### config.mk
export PLATFORM = sky130hd
export DESIGN_NAME = heptagon_result_drain
export DESIGN_NICKNAME = d
export VERILOG_FILES = /design/src/rtl/heptagon_pkg.sv /design/src/rtl/hept_entry_buf.sv /design/src/rtl/heptagon_result_drain.sv
export SDC_FILE = /design/constraint.sdc
export NUM_CORES = 1
export LEC_CHECK = 0
export ABC_AREA = 1
export BUFFER_PORTS_ARGS = -buffer_cell sky130_fd_sc_hd__buf_2
export CORE_UTILIZATION = 45
export DETAILED_ROUTE_END_ITERATION = 8
export SLEW_MARGIN = 15
export SYNTH_ARGS = -nofsm -noshare
export SYNTH_HDL_FRONTEND = slang
export SYNTH_SLANG_ARGS = --single-unit
### constraint.sdc
create_clock -name clk -period 9 [get_ports clk]
set_input_delay 1.35 -clock clk [delete_from_list [all_inputs] [get_ports clk]]
set_output_delay 1.35 -clock clk [all_outputs]
set_load 0.02 [all_outputs]
### src/rtl/heptagon_pkg.sv
// rtl/heptagon_pkg.sv - shared widths and drain FSM state for the heptagon result path
package heptagon_pkg;
  localparam int AREA_W = 19;
  localparam int IDX_W  = 3;
  localparam int N_HEPT = 5;
  localparam int SUM_W  = 22;

  typedef enum logic [1:0] {
    IDLE    = 2'd0,
    CAPTURE = 2'd1,
    DRAIN   = 2'd2
  } drain_state_t;
endpackage

### src/rtl/hept_entry_buf.sv
// rtl/hept_entry_buf.sv - one-batch register file of (index, area) entries
module hept_entry_buf #(
  parameter int N_ENT  = 5,
  parameter int IDX_W  = 3,
  parameter int AREA_W = 19,
  parameter int PTR_W  = 3
) (
  input  logic              clk,
  input  logic              rst,
  input  logic              wr_en_i,
  input  logic [PTR_W-1:0]  wr_ptr_i,
  input  logic [IDX_W-1:0]  wr_index_i,
  input  logic [AREA_W-1:0] wr_area_i,
  input  logic [PTR_W-1:0]  rd_ptr_i,
  output logic [IDX_W-1:0]  rd_index_o,
  output logic [AREA_W-1:0] rd_area_o
);
  logic [IDX_W-1:0]  index_q [N_ENT];
  logic [AREA_W-1:0] area_q  [N_ENT];

  always_ff @(posedge clk or posedge rst) begin
    if (rst) begin
      for (int i = 0; i < N_ENT; i++) begin
        index_q[i] <= '0;
        area_q[i]  <= '0;
      end
    end else if (wr_en_i) begin
      for (int i = 0; i < N_ENT; i++) begin
        if (wr_ptr_i == PTR_W'(i)) begin
          index_q[i] <= wr_index_i;
          area_q[i]  <= wr_area_i;
        end
      end
    end
  end

  // Explicit mux keeps non-power-of-two depths free of out-of-range reads.
  always_comb begin
    rd_index_o = '0;
    rd_area_o  = '0;
    for (int i = 0; i < N_ENT; i++) begin
      if (rd_ptr_i == PTR_W'(i)) begin
        rd_index_o = index_q[i];
        rd_area_o  = area_q[i];
      end
    end
  end
endmodule

### src/rtl/heptagon_result_drain.sv
// rtl/heptagon_result_drain.sv - captures a sorted heptagon burst, checks it, and drains it over ready/valid
module heptagon_result_drain
  import heptagon_pkg::*;
#(
  parameter int N_ENT  = N_HEPT,
  parameter int AREA_W = heptagon_pkg::AREA_W,
  parameter int IDX_W  = heptagon_pkg::IDX_W,
  parameter int SUM_W  = heptagon_pkg::SUM_W
) (
  input  logic              clk,
  input  logic              reset,
  input  logic              in_valid,
  input  logic [IDX_W-1:0]  in_index,
  input  logic [AREA_W-1:0] in_area,
  output logic              out_valid,
  input  logic              out_ready,
  output logic [IDX_W-1:0]  out_index,
  output logic [AREA_W-1:0] out_area,
  output logic [IDX_W-1:0]  out_rank,
  output logic              out_last,
  output logic [SUM_W-1:0]  total_area,
  output logic              order_err,
  output logic              idx_err,
  output logic              ovf_err,
  output logic              busy
);
  localparam int PTR_W = (N_ENT > 1) ? $clog2(N_ENT) : 1;
  localparam logic [PTR_W-1:0] LAST_PTR = PTR_W'(N_ENT - 1);
  localparam logic [IDX_W:0]   N_ENT_X  = (IDX_W + 1)'(N_ENT);
  localparam logic [N_ENT-1:0] MASK_ONE = N_ENT'(1);

  drain_state_t      state_q, state_d;
  logic [PTR_W-1:0]  wr_cnt_q, wr_cnt_d;
  logic [PTR_W-1:0]  rd_ptr_q, rd_ptr_d;
  logic [SUM_W-1:0]  total_q, total_d;
  logic [AREA_W-1:0] prev_q, prev_d;
  logic [N_ENT-1:0]  mask_q, mask_d;
  logic              order_q, order_d;
  logic              idx_q, idx_d;
  logic              ovf_q, ovf_d;

  logic              wr_en;
  logic [PTR_W-1:0]  wr_ptr;
  logic              idx_bad;
  logic [N_ENT-1:0]  idx_bit;
  logic [IDX_W-1:0]  rd_index;
  logic [AREA_W-1:0] rd_area;

  hept_entry_buf #(
    .N_ENT (N_ENT),
    .IDX_W (IDX_W),
    .AREA_W(AREA_W),
    .PTR_W (PTR_W)
  ) u_buf (
    .clk       (clk),
    .rst       (reset),
    .wr_en_i   (wr_en),
    .wr_ptr_i  (wr_ptr),
    .wr_index_i(in_index),
    .wr_area_i (in_area),
    .rd_ptr_i  (rd_ptr_q),
    .rd_index_o(rd_index),
    .rd_area_o (rd_area)
  );

  always_ff @(posedge clk or posedge reset) begin
    if (reset) begin
      state_q  <= IDLE;
      wr_cnt_q <= '0;
      rd_ptr_q <= '0;
      total_q  <= '0;
      prev_q   <= '0;
      mask_q   <= '0;
      order_q  <= 1'b0;
      idx_q    <= 1'b0;
      ovf_q    <= 1'b0;
    end else begin
      state_q  <= state_d;
      wr_cnt_q <= wr_cnt_d;
      rd_ptr_q <= rd_ptr_d;
      total_q  <= total_d;
      prev_q   <= prev_d;
      mask_q   <= mask_d;
      order_q  <= order_d;
      idx_q    <= idx_d;
      ovf_q    <= ovf_d;
    end
  end

  always_comb begin
    state_d   = state_q;
    wr_cnt_d  = wr_cnt_q;
    rd_ptr_d  = rd_ptr_q;
    total_d   = total_q;
    prev_d    = prev_q;
    mask_d    = mask_q;
    order_d   = order_q;
    idx_d     = idx_q;
    ovf_d     = ovf_q;
    wr_en     = 1'b0;
    wr_ptr    = wr_cnt_q;
    out_valid = 1'b0;
    // Out-of-range indices shift out of the mask, so only the range test flags them.
    idx_bad   = ({1'b0, in_index} >= N_ENT_X);
    idx_bit   = MASK_ONE << in_index;

    case (state_q)
      IDLE: begin
        if (in_valid) begin
          wr_en    = 1'b1;
          wr_ptr   = '0;
          total_d  = SUM_W'(in_area);
          prev_d   = in_area;
          order_d  = 1'b0;
          ovf_d    = 1'b0;
          idx_d    = idx_bad;
          mask_d   = idx_bit;
          wr_cnt_d = PTR_W'(1);
          rd_ptr_d = '0;
          state_d  = (N_ENT == 1) ? DRAIN : CAPTURE;
        end
      end
      CAPTURE: begin
        if (in_valid) begin
          wr_en    = 1'b1;
          total_d  = total_q + SUM_W'(in_area);
          prev_d   = in_area;
          mask_d   = mask_q | idx_bit;
          wr_cnt_d = wr_cnt_q + PTR_W'(1);
          if (in_area > prev_q) order_d = 1'b1;
          if (idx_bad || ((mask_q & idx_bit) != '0)) idx_d = 1'b1;
          if (wr_cnt_q == LAST_PTR) begin
            state_d  = DRAIN;
            rd_ptr_d = '0;
            wr_cnt_d = '0;
          end
        end
      end
      DRAIN: begin
        out_valid = 1'b1;
        if (in_valid) ovf_d = 1'b1;
        if (out_ready) begin
          rd_ptr_d = rd_ptr_q + PTR_W'(1);
          if (rd_ptr_q == LAST_PTR) begin
            rd_ptr_d = '0;
            state_d  = IDLE;
          end
        end
      end
      default: state_d = IDLE;
    endcase
  end

  assign out_index  = (state_q == DRAIN) ? rd_index : '0;
  assign out_area   = (state_q == DRAIN) ? rd_area : '0;
  assign out_rank   = (state_q == DRAIN) ? IDX_W'(rd_ptr_q) : '0;
  assign out_last   = (state_q == DRAIN) && (rd_ptr_q == LAST_PTR);
  assign total_area = total_q;
  assign order_err  = order_q;
  assign idx_err    = idx_q;
  assign ovf_err    = ovf_q;
  assign busy       = (state_q != IDLE);
endmodule

==> results.ini, run 1 <==
[critical_path]
reg2regPathDepth = 7
worst_ep_arrival_time_ns = 3.77
critical_path_peak_fanout = 26
worstReg2RegEnd = wr_cnt_q[0]
crit_path_frequent_cell = sky130_fd_sc_hd__nand2_1
cp.depth = 7
timing.critical_path.from_type = flip-flop
critical_path.cell_chain = clkinv_1, nand2_1, inv_1, a21oi_1, o221ai_1, nand2_1, buf_2
critical_path.top_delay_family = buffers and inverters
cp-startpoint = rd_ptr_q[2]
worst_setup_path_type = reg -> out
required_ns = 7.65
r2r_start = state_q[0]
ff2ff_setup_slack_ns = 5.98
cp-end-kind = output port
crit_slowest_cell = sky130_fd_sc_hd__nand2_1
critical-path-max-stage-delay_ns = 0.95
worst-path-buf-inv = 3

[global_route]
pin_count_of_the_biggest_net_entering_global_routing = 113
global_route_wire_length_before_repair_mm = 43.1
vias_in_the_first_global_route = 7905
grt_usage = 0.261
antenna_violations_before_repair = 0
grt_overflow = 0

[clocking]
cts_inserted_buffers = 17
cts_tree = built
h-tree-depth = 4
cts_max_path_buffers = 2
cts_repair_resize_count = 0
hold_bufs_inserted_after_cts = 0
clock_tree.root_cell = sky130_fd_sc_hd__clkbuf_16
clock_sinks = 167
worstSkewPairLatency_ns = 0.43
clkTransAtPathRegs_ns = 0.06
cts_setup_buffers = 0

[placement]
detailedPlace.worstSlack_ns = 4.36
place.port_buffers = 78
post-place-cells = 1529
place_hpwl_mm = 18.4
globalplace.congestion = 0.922

[synth]
synth-seq-cells = 167
yosysMostFrequentCell = sky130_fd_sc_hd__nand2_1
async_reset_ff_frac = 1.00
postSynthAreaPerCell_um2 = 7.64
synth.distinct_cells = 35
yosysWarningCount = 0
post_synth_inst_count = 1221
yosys-top-cells-area = sky130_fd_sc_hd__dfrtp_1 (45%), sky130_fd_sc_hd__nand2_1 (14%), sky130_fd_sc_hd__o21ai_0 (6.1%)
synth.yosys.seq_area_share = 0.448
synth_top_area_frac = 0.448
synth.net_count = 1293
number_of_enable_flip_flop_cells_after_synthesis = 0
synth_top_flop_cell = sky130_fd_sc_hd__dfrtp_1
synth_common_cells = sky130_fd_sc_hd__nand2_1 (345), sky130_fd_sc_hd__dfrtp_1 (167), sky130_fd_sc_hd__inv_1 (143)
syn_area_um2 = 9330
yosysTopAreaCell = sky130_fd_sc_hd__dfrtp_1

[routing]
drt.antenna.violating_nets = 0
first_pass_detailed_route_iteration_total = 5
vias_per_cell = 5.32
postRouteWirelength_mm = 26.3
wl_per_cell_um = 16.9
starting_drt_drc_count = 626
dr_total_vias = 8309
drcViolationCount = 0

[timing]
hold_viol_final = 0
final-max-slew-violation-count = 0
timing_worst_slew_pin_value_ns = 1.03
finalCritPeriodShare = 0.569
max_clock_freq_mhz = 195
skew_ns = 0.00811
rsz0062_at_grt = false
worst_slew_margin_rel = 0.313
setup-violations-final = 0
setup-tns-final_ns = 0
finalCriticalPeriod_ns = 5.12
final_critical_path_setup_slack_ns = 3.88

[die]
core_area_um2 = 20300
initial_core_util = 0.459
overall_die_area_um2 = 21300
floorplan.die.height_um = 146
row_count = 52
io_pins = 79
die-width_um = 146

[power]
power_density_nw_per_um2 = 353
ir_drop_mv = 0.165
p_leak_nw = 5.38

[finish]
nFillCells = 1998
multi_input_comb_area_um2 = 4350
final_layout_size_suffix_gt1_frac = 0.108
layout.area.seq_um2 = 4180
nNetsFinal = 1350
final_cells = 1561
synthToLayoutAreaGrowth_pct = 12.7
antenna-diode-count = 0

[flow_run]
maxCapViolCount = 0

[worst_hold_path]
hold-path-cell-count = 2
hold_start = u_buf.area_q[17]
hold_crit_path_type = reg -> reg
min_delay_worst_endpoint = u_buf.area_q[17]

[outcome]
status = complete, no violations

-- power by group --
part           leakage (nW)  total, mW  internal, mW  switching [mW]
logic                  3.08       1.65         0.554            1.09
registers              2.00       1.31          1.11           0.202
clock network         0.294      0.754         0.424           0.330
-- worst max-delay path by stage --
stage | to | slack, ns
after floorplan | idx_err | 3.13
after global placement | out_area[5] | 4.39
after detailed placement | out_area[11] | 4.36
after CTS | out_area[5] | 3.90
after global routing | out_index[2] | 3.60
final | out_area[13] | 3.88
-- per-layer routing --
| layer | global-route usage | part of all wire | up-vias |
|---|---|---|---|
| met5 | 0 | 0 | - |
| met3 | 0.0448 | 0.054 | 22 |
| met2 | 0.420 | 0.46 | 234 |
| li1 | - | - | 4105 |
| met1 | 0.368 | 0.47 | 3948 |
| met4 | 0.0574 | 0.012 | 0 |
-- through the flow --
step                       util  cell area [µm²]  hold WS, ns  total power [mW]
after floorplan               -             9330        0.453              2.49
after global placement    0.488             9910        0.466              2.92
after detailed placement  0.488             9910        0.473              2.95
after CTS                 0.518            10500        0.489              3.72
after global routing      0.518            10500        0.504              4.02
final                     0.518            10500        0.485              3.71
-- logic make-up after synthesis --
| family | Yosys count | share of synthesized area |
|---|---|---|
| XOR/XNOR | 7 | 0.00657 |
| flip-flops | 167 | 0.448 |
| AND/OR/NAND/NOR | 534 | 0.237 |
| buffers and inverters | 201 | 0.0860 |
| AO/OA/AOI/OAI | 266 | 0.160 |
| adder cells (fa/ha/maj) | 46 | 0.0625 |
-- cell usage in the layout, fill, tap and decap left out, types with 2 or more instances in the layout --
master	count
sky130_fd_sc_hd__a21oi_1	94
sky130_fd_sc_hd__clkinv_1	2
sky130_fd_sc_hd__ha_1	45
sky130_fd_sc_hd__inv_6	6
sky130_fd_sc_hd__xor2_1	7
sky130_fd_sc_hd__nor3_1	5
sky130_fd_sc_hd__inv_2	4
sky130_fd_sc_hd__a21o_1	2
sky130_fd_sc_hd__nor2_2	2
sky130_fd_sc_hd__bufinv_16	2
sky130_fd_sc_hd__o21bai_1	11
sky130_fd_sc_hd__o21ai_0	113
sky130_fd_sc_hd__buf_4	11
sky130_fd_sc_hd__a21oi_2	4
sky130_fd_sc_hd__nand3_1	45
sky130_fd_sc_hd__clkinv_4	4
sky130_fd_sc_hd__dfrtp_1	167
sky130_fd_sc_hd__buf_2	78
sky130_fd_sc_hd__o221ai_1	22
sky130_fd_sc_hd__inv_1	142
sky130_fd_sc_hd__nand4_1	25
sky130_fd_sc_hd__clkbuf_16	17
sky130_fd_sc_hd__o22ai_1	17
sky130_fd_sc_hd__nor4_4	3
sky130_fd_sc_hd__nor2_1	105
sky130_fd_sc_hd__nand2_1	345
-- flip-flops by register name, summed over array words and instances, names as in the netlist --
name           count
u_buf.area_q      95
prev_q            19
wr_cnt_q           3
order_err          1
idx_err            1
rd_ptr_q           3
ovf_err            1
mask_q             5
total_area        22
u_buf.index_q     15
state_q            2
-- final cells by class --
type                    instances  area share
inverters                     150      0.0543
clock inverters                14      0.0155
clock buffers                  18      0.0418
repair buffers                 89      0.0450
flip-flops and latches        167       0.398
well taps                     270      0.0321
multi-input cells             853       0.414
-- worst reg2reg max path, cell delays in order, from the launching register on --
cell and delay (ns):
sky130_fd_sc_hd__dfrtp_1 0.42, sky130_fd_sc_hd__inv_4 0.09, sky130_fd_sc_hd__nor2_1 0.78, sky130_fd_sc_hd__inv_1 0.54
sky130_fd_sc_hd__nor2_2 0.53, sky130_fd_sc_hd__inv_1 0.28, sky130_fd_sc_hd__a21oi_1 0.18, sky130_fd_sc_hd__a21oi_1 0.05
Power figures use the tool's default switching activity.
==> inputs of run 2 (changes only) <==
--- a/config.mk
+++ b/config.mk
@@ -9,6 +9,7 @@
 export BUFFER_PORTS_ARGS = -buffer_cell sky130_fd_sc_hd__buf_2
 export CORE_UTILIZATION = 45
 export DETAILED_ROUTE_END_ITERATION = 8
+export PLACE_DENSITY = 0.65
 export SLEW_MARGIN = 15
 export SYNTH_ARGS = -nofsm -noshare
 export SYNTH_HDL_FRONTEND = slang
==> constraint.sdc (replaced) <==
create_clock -name clk -period 4.5 [get_ports clk]
set_input_delay 0.675 -clock clk [delete_from_list [all_inputs] [get_ports clk]]
set_output_delay 0.675 -clock clk [all_outputs]
set_load 0.02 [all_outputs]
==> run 2 against run 1 <==
Global-route usage shrank 1.4 points. Combinational power up 99%. Worst setup slack worse by 3.1 ns. Non-clock buffer count increased by 4.
==> results.ini, run 2 (same netlist as run 1, synthesis figures left out) <==
[global_route]
pin_count_of_the_biggest_net_entering_global_routing = 93  ; was 113
grt_overflow = 0  ; unchanged
vias_in_the_first_global_route = 7903  ; was 7905
global_route.usage.met2 = 0.410  ; was 0.420
grt.met3_usage = 0.0367  ; was 0.0448
globalRouteMet1Util = 0.329  ; was 0.368
antenna_violations_before_repair = 0  ; unchanged
grt_usage = 0.247  ; was 0.261
globalRoute.busiestLayer = met2  ; unchanged
global_route_wire_length_before_repair_mm = 41.2  ; was 43.1 mm

[clocking]
cts_inserted_buffers = 17  ; unchanged
h-tree-depth = 4  ; unchanged
clock_sinks = 167  ; unchanged
cts_repair_resize_count = 0  ; unchanged
worstSkewPairLatency_ns = 0.43  ; about the same
clock_tree.root_cell = sky130_fd_sc_hd__clkbuf_16  ; unchanged
cts_tree = built  ; unchanged
cts_max_path_buffers = 2  ; unchanged
clkTransAtPathRegs_ns = 0.07  ; was 0.06 ns
cts_setup_buffers = 0  ; unchanged
hold_bufs_inserted_after_cts = 0  ; unchanged

[routing]
drcViolationCount = 0  ; unchanged
first_pass_detailed_route_iteration_total = 5  ; unchanged
wl_per_cell_um = 16.1  ; was 16.9 µm
starting_drt_drc_count = 516  ; was 626
vias_per_cell = 5.26  ; was 5.32
dr_total_vias = 8231  ; was 8309
drt.antenna.violating_nets = 0  ; unchanged
postRouteWirelength_mm = 25.2  ; was 26.3 mm

[placement]
globalplace.congestion = 0.892  ; was 0.922
detailedPlace.worstSlack_ns = 1.20  ; was 4.36 ns
place.port_buffers = 78  ; unchanged
place_hpwl_mm = 18.5  ; was 18.4 mm
cell_area_after_placement_um2 = 9950  ; was 9910 µm²

[critical_path]
required_ns = 3.83  ; was 7.65 ns
worst_ep_arrival_time_ns = 3.09  ; was 3.77 ns
worst_setup_path_type = reg -> out  ; unchanged
ff2ff_setup_slack_ns = 2.05  ; was 5.98 ns
r2r_start = state_q[0]  ; unchanged
reg2regPathDepth = 10  ; was 7
critical_path_peak_fanout = 23  ; was 26
timing.critical_path.from_type = flip-flop  ; unchanged
cp-end-kind = output port  ; unchanged
worstReg2RegEnd = u_buf.index_q[11]  ; was wr_cnt_q[0]
cp-startpoint = rd_ptr_q[1]  ; was rd_ptr_q[2]

[timing]
skew_ns = 0.0101  ; was 0.00811 ns
final_critical_path_setup_slack_ns = 0.737  ; was 3.88 ns
rsz0062_at_grt = false  ; unchanged
finalCritPeriodShare = 0.836
worst_slew_margin_rel = 0.456  ; was 0.313
max_clock_freq_mhz = 266
hold_viol_final = 0  ; unchanged
finalCriticalPeriod_ns = 3.76
setup-violations-final = 0  ; unchanged
setup-tns-final_ns = 0  ; unchanged
timing_worst_slew_pin_value_ns = 0.815  ; was 1.03 ns
final-max-slew-violation-count = 0  ; unchanged

[finish]
layout.area.seq_um2 = 4180  ; unchanged
layout.core_utilization = 0.519  ; was 0.518
antenna-diode-count = 0  ; unchanged
commonest_non_fill_non_tap_cell_in_the_layout = sky130_fd_sc_hd__nand2_1  ; unchanged
nNetsFinal = 1354  ; was 1350
synthToLayoutAreaGrowth_pct = 12.9  ; was 12.7%
nFillCells = 1998  ; unchanged
final_layout_size_suffix_gt1_frac = 0.110  ; was 0.108
layout.cells.most_common_list = sky130_fd_sc_hd__nand2_1 (345), sky130_fd_sc_hd__dfrtp_1 (167), sky130_fd_sc_hd__inv_1 (142), sky130_fd_sc_hd__o21ai_0 (113), sky130_fd_sc_hd__nor2_1 (105)  ; unchanged
multi_input_comb_area_um2 = 4350  ; unchanged
largest_register = u_buf.area_q  ; unchanged
final_area_um2 = 10500  ; about the same
largest_register_ffs = 95  ; unchanged

[die]
die-width_um = 146  ; unchanged
core_area_um2 = 20300  ; unchanged
floorplan.die.height_um = 146  ; unchanged
overall_die_area_um2 = 21300  ; unchanged
initial_core_util = 0.459  ; unchanged
row_count = 52  ; unchanged
io_pins = 79  ; unchanged

[power]
ir_drop_mv = 0.336  ; was 0.165 mV
power_density_nw_per_um2 = 697  ; was 353 nW/µm²
p_leak_nw = 5.37  ; was 5.38 nW
post_route_total_power_mw = 7.34  ; was 3.71 mW

[worst_hold_path]
hold_crit_path_type = in -> async  ; was reg -> reg

[flow_run]
maxCapViolCount = 0  ; unchanged

[outcome]
status = complete, no violations  ; unchanged

## run 2: changes by cell type in the layout (fill, tap and decap cells not counted), moves of 2 or more
cell,delta
sky130_fd_sc_hd__clkbuf_8,+2
sky130_fd_sc_hd__inv_6,-4
sky130_fd_sc_hd__clkinvlp_4,+6
sky130_fd_sc_hd__buf_4,+3
sky130_fd_sc_hd__clkinv_4,-3
## run 2: worst max path at each step
stage                     cells after the start  slack [ns]           to
after floorplan                               1        1.70      idx_err
after detailed placement                     10        1.20  out_area[8]
final                                        10        0.74  out_area[8]
after global placement                        8        1.29  out_area[5]
after global routing                          8        0.45  out_area[6]
after CTS                                    10        0.74  out_area[8]
## run 2: where the power goes
part / switching, mW / internal, mW / leakage [nW]
logic: 2.17 / 1.12 / 3.10
registers: 0.394 / 2.21 / 2.00
clock network: 0.628 / 0.812 / 0.269
total: 3.19 / 4.15 / 5.37
## run 2: per-layer routing
| layer | part of all wire | vias up |
|---|---|---|
| met5 | 0 | - |
| met4 | 0.021 | 0 |
| met3 | 0.047 | 42 |
| met2 | 0.47 | 211 |
| met1 | 0.46 | 3854 |
| li1 | - | 4124 |
## run 2: critical path, stage by stage, from the launching register on
cell and delay [ns]:
sky130_fd_sc_hd__dfrtp_1 0.39, sky130_fd_sc_hd__inv_1 0.12, sky130_fd_sc_hd__ha_1 0.15, sky130_fd_sc_hd__inv_1 0.30, sky130_fd_sc_hd__nor2_1 0.66, sky130_fd_sc_hd__buf_4 0.34
sky130_fd_sc_hd__nand2_1 0.07, sky130_fd_sc_hd__a21oi_1 0.15, sky130_fd_sc_hd__o221ai_1 0.13, sky130_fd_sc_hd__nand2_1 0.16, sky130_fd_sc_hd__buf_2 0.18
## run 2: final cells by class
class                           instances  area share
Clock buffer                           20      0.0443
Timing Repair Buffer                   93      0.0489
Sequential cell                       167       0.397
Inverter                              150      0.0540
Clock inverter                         12      0.0112
Multi-Input combinational cell        853       0.413
Tap cell                              270      0.0321
## run 2: per-stage QoR
step                      hold slack (ns)  instances
after CTS                           0.319       1565
after global routing                0.359       1565
after global placement              0.466       1533
after detailed placement            0.473       1533
final                               0.306       1565
after floorplan                     0.453       1221
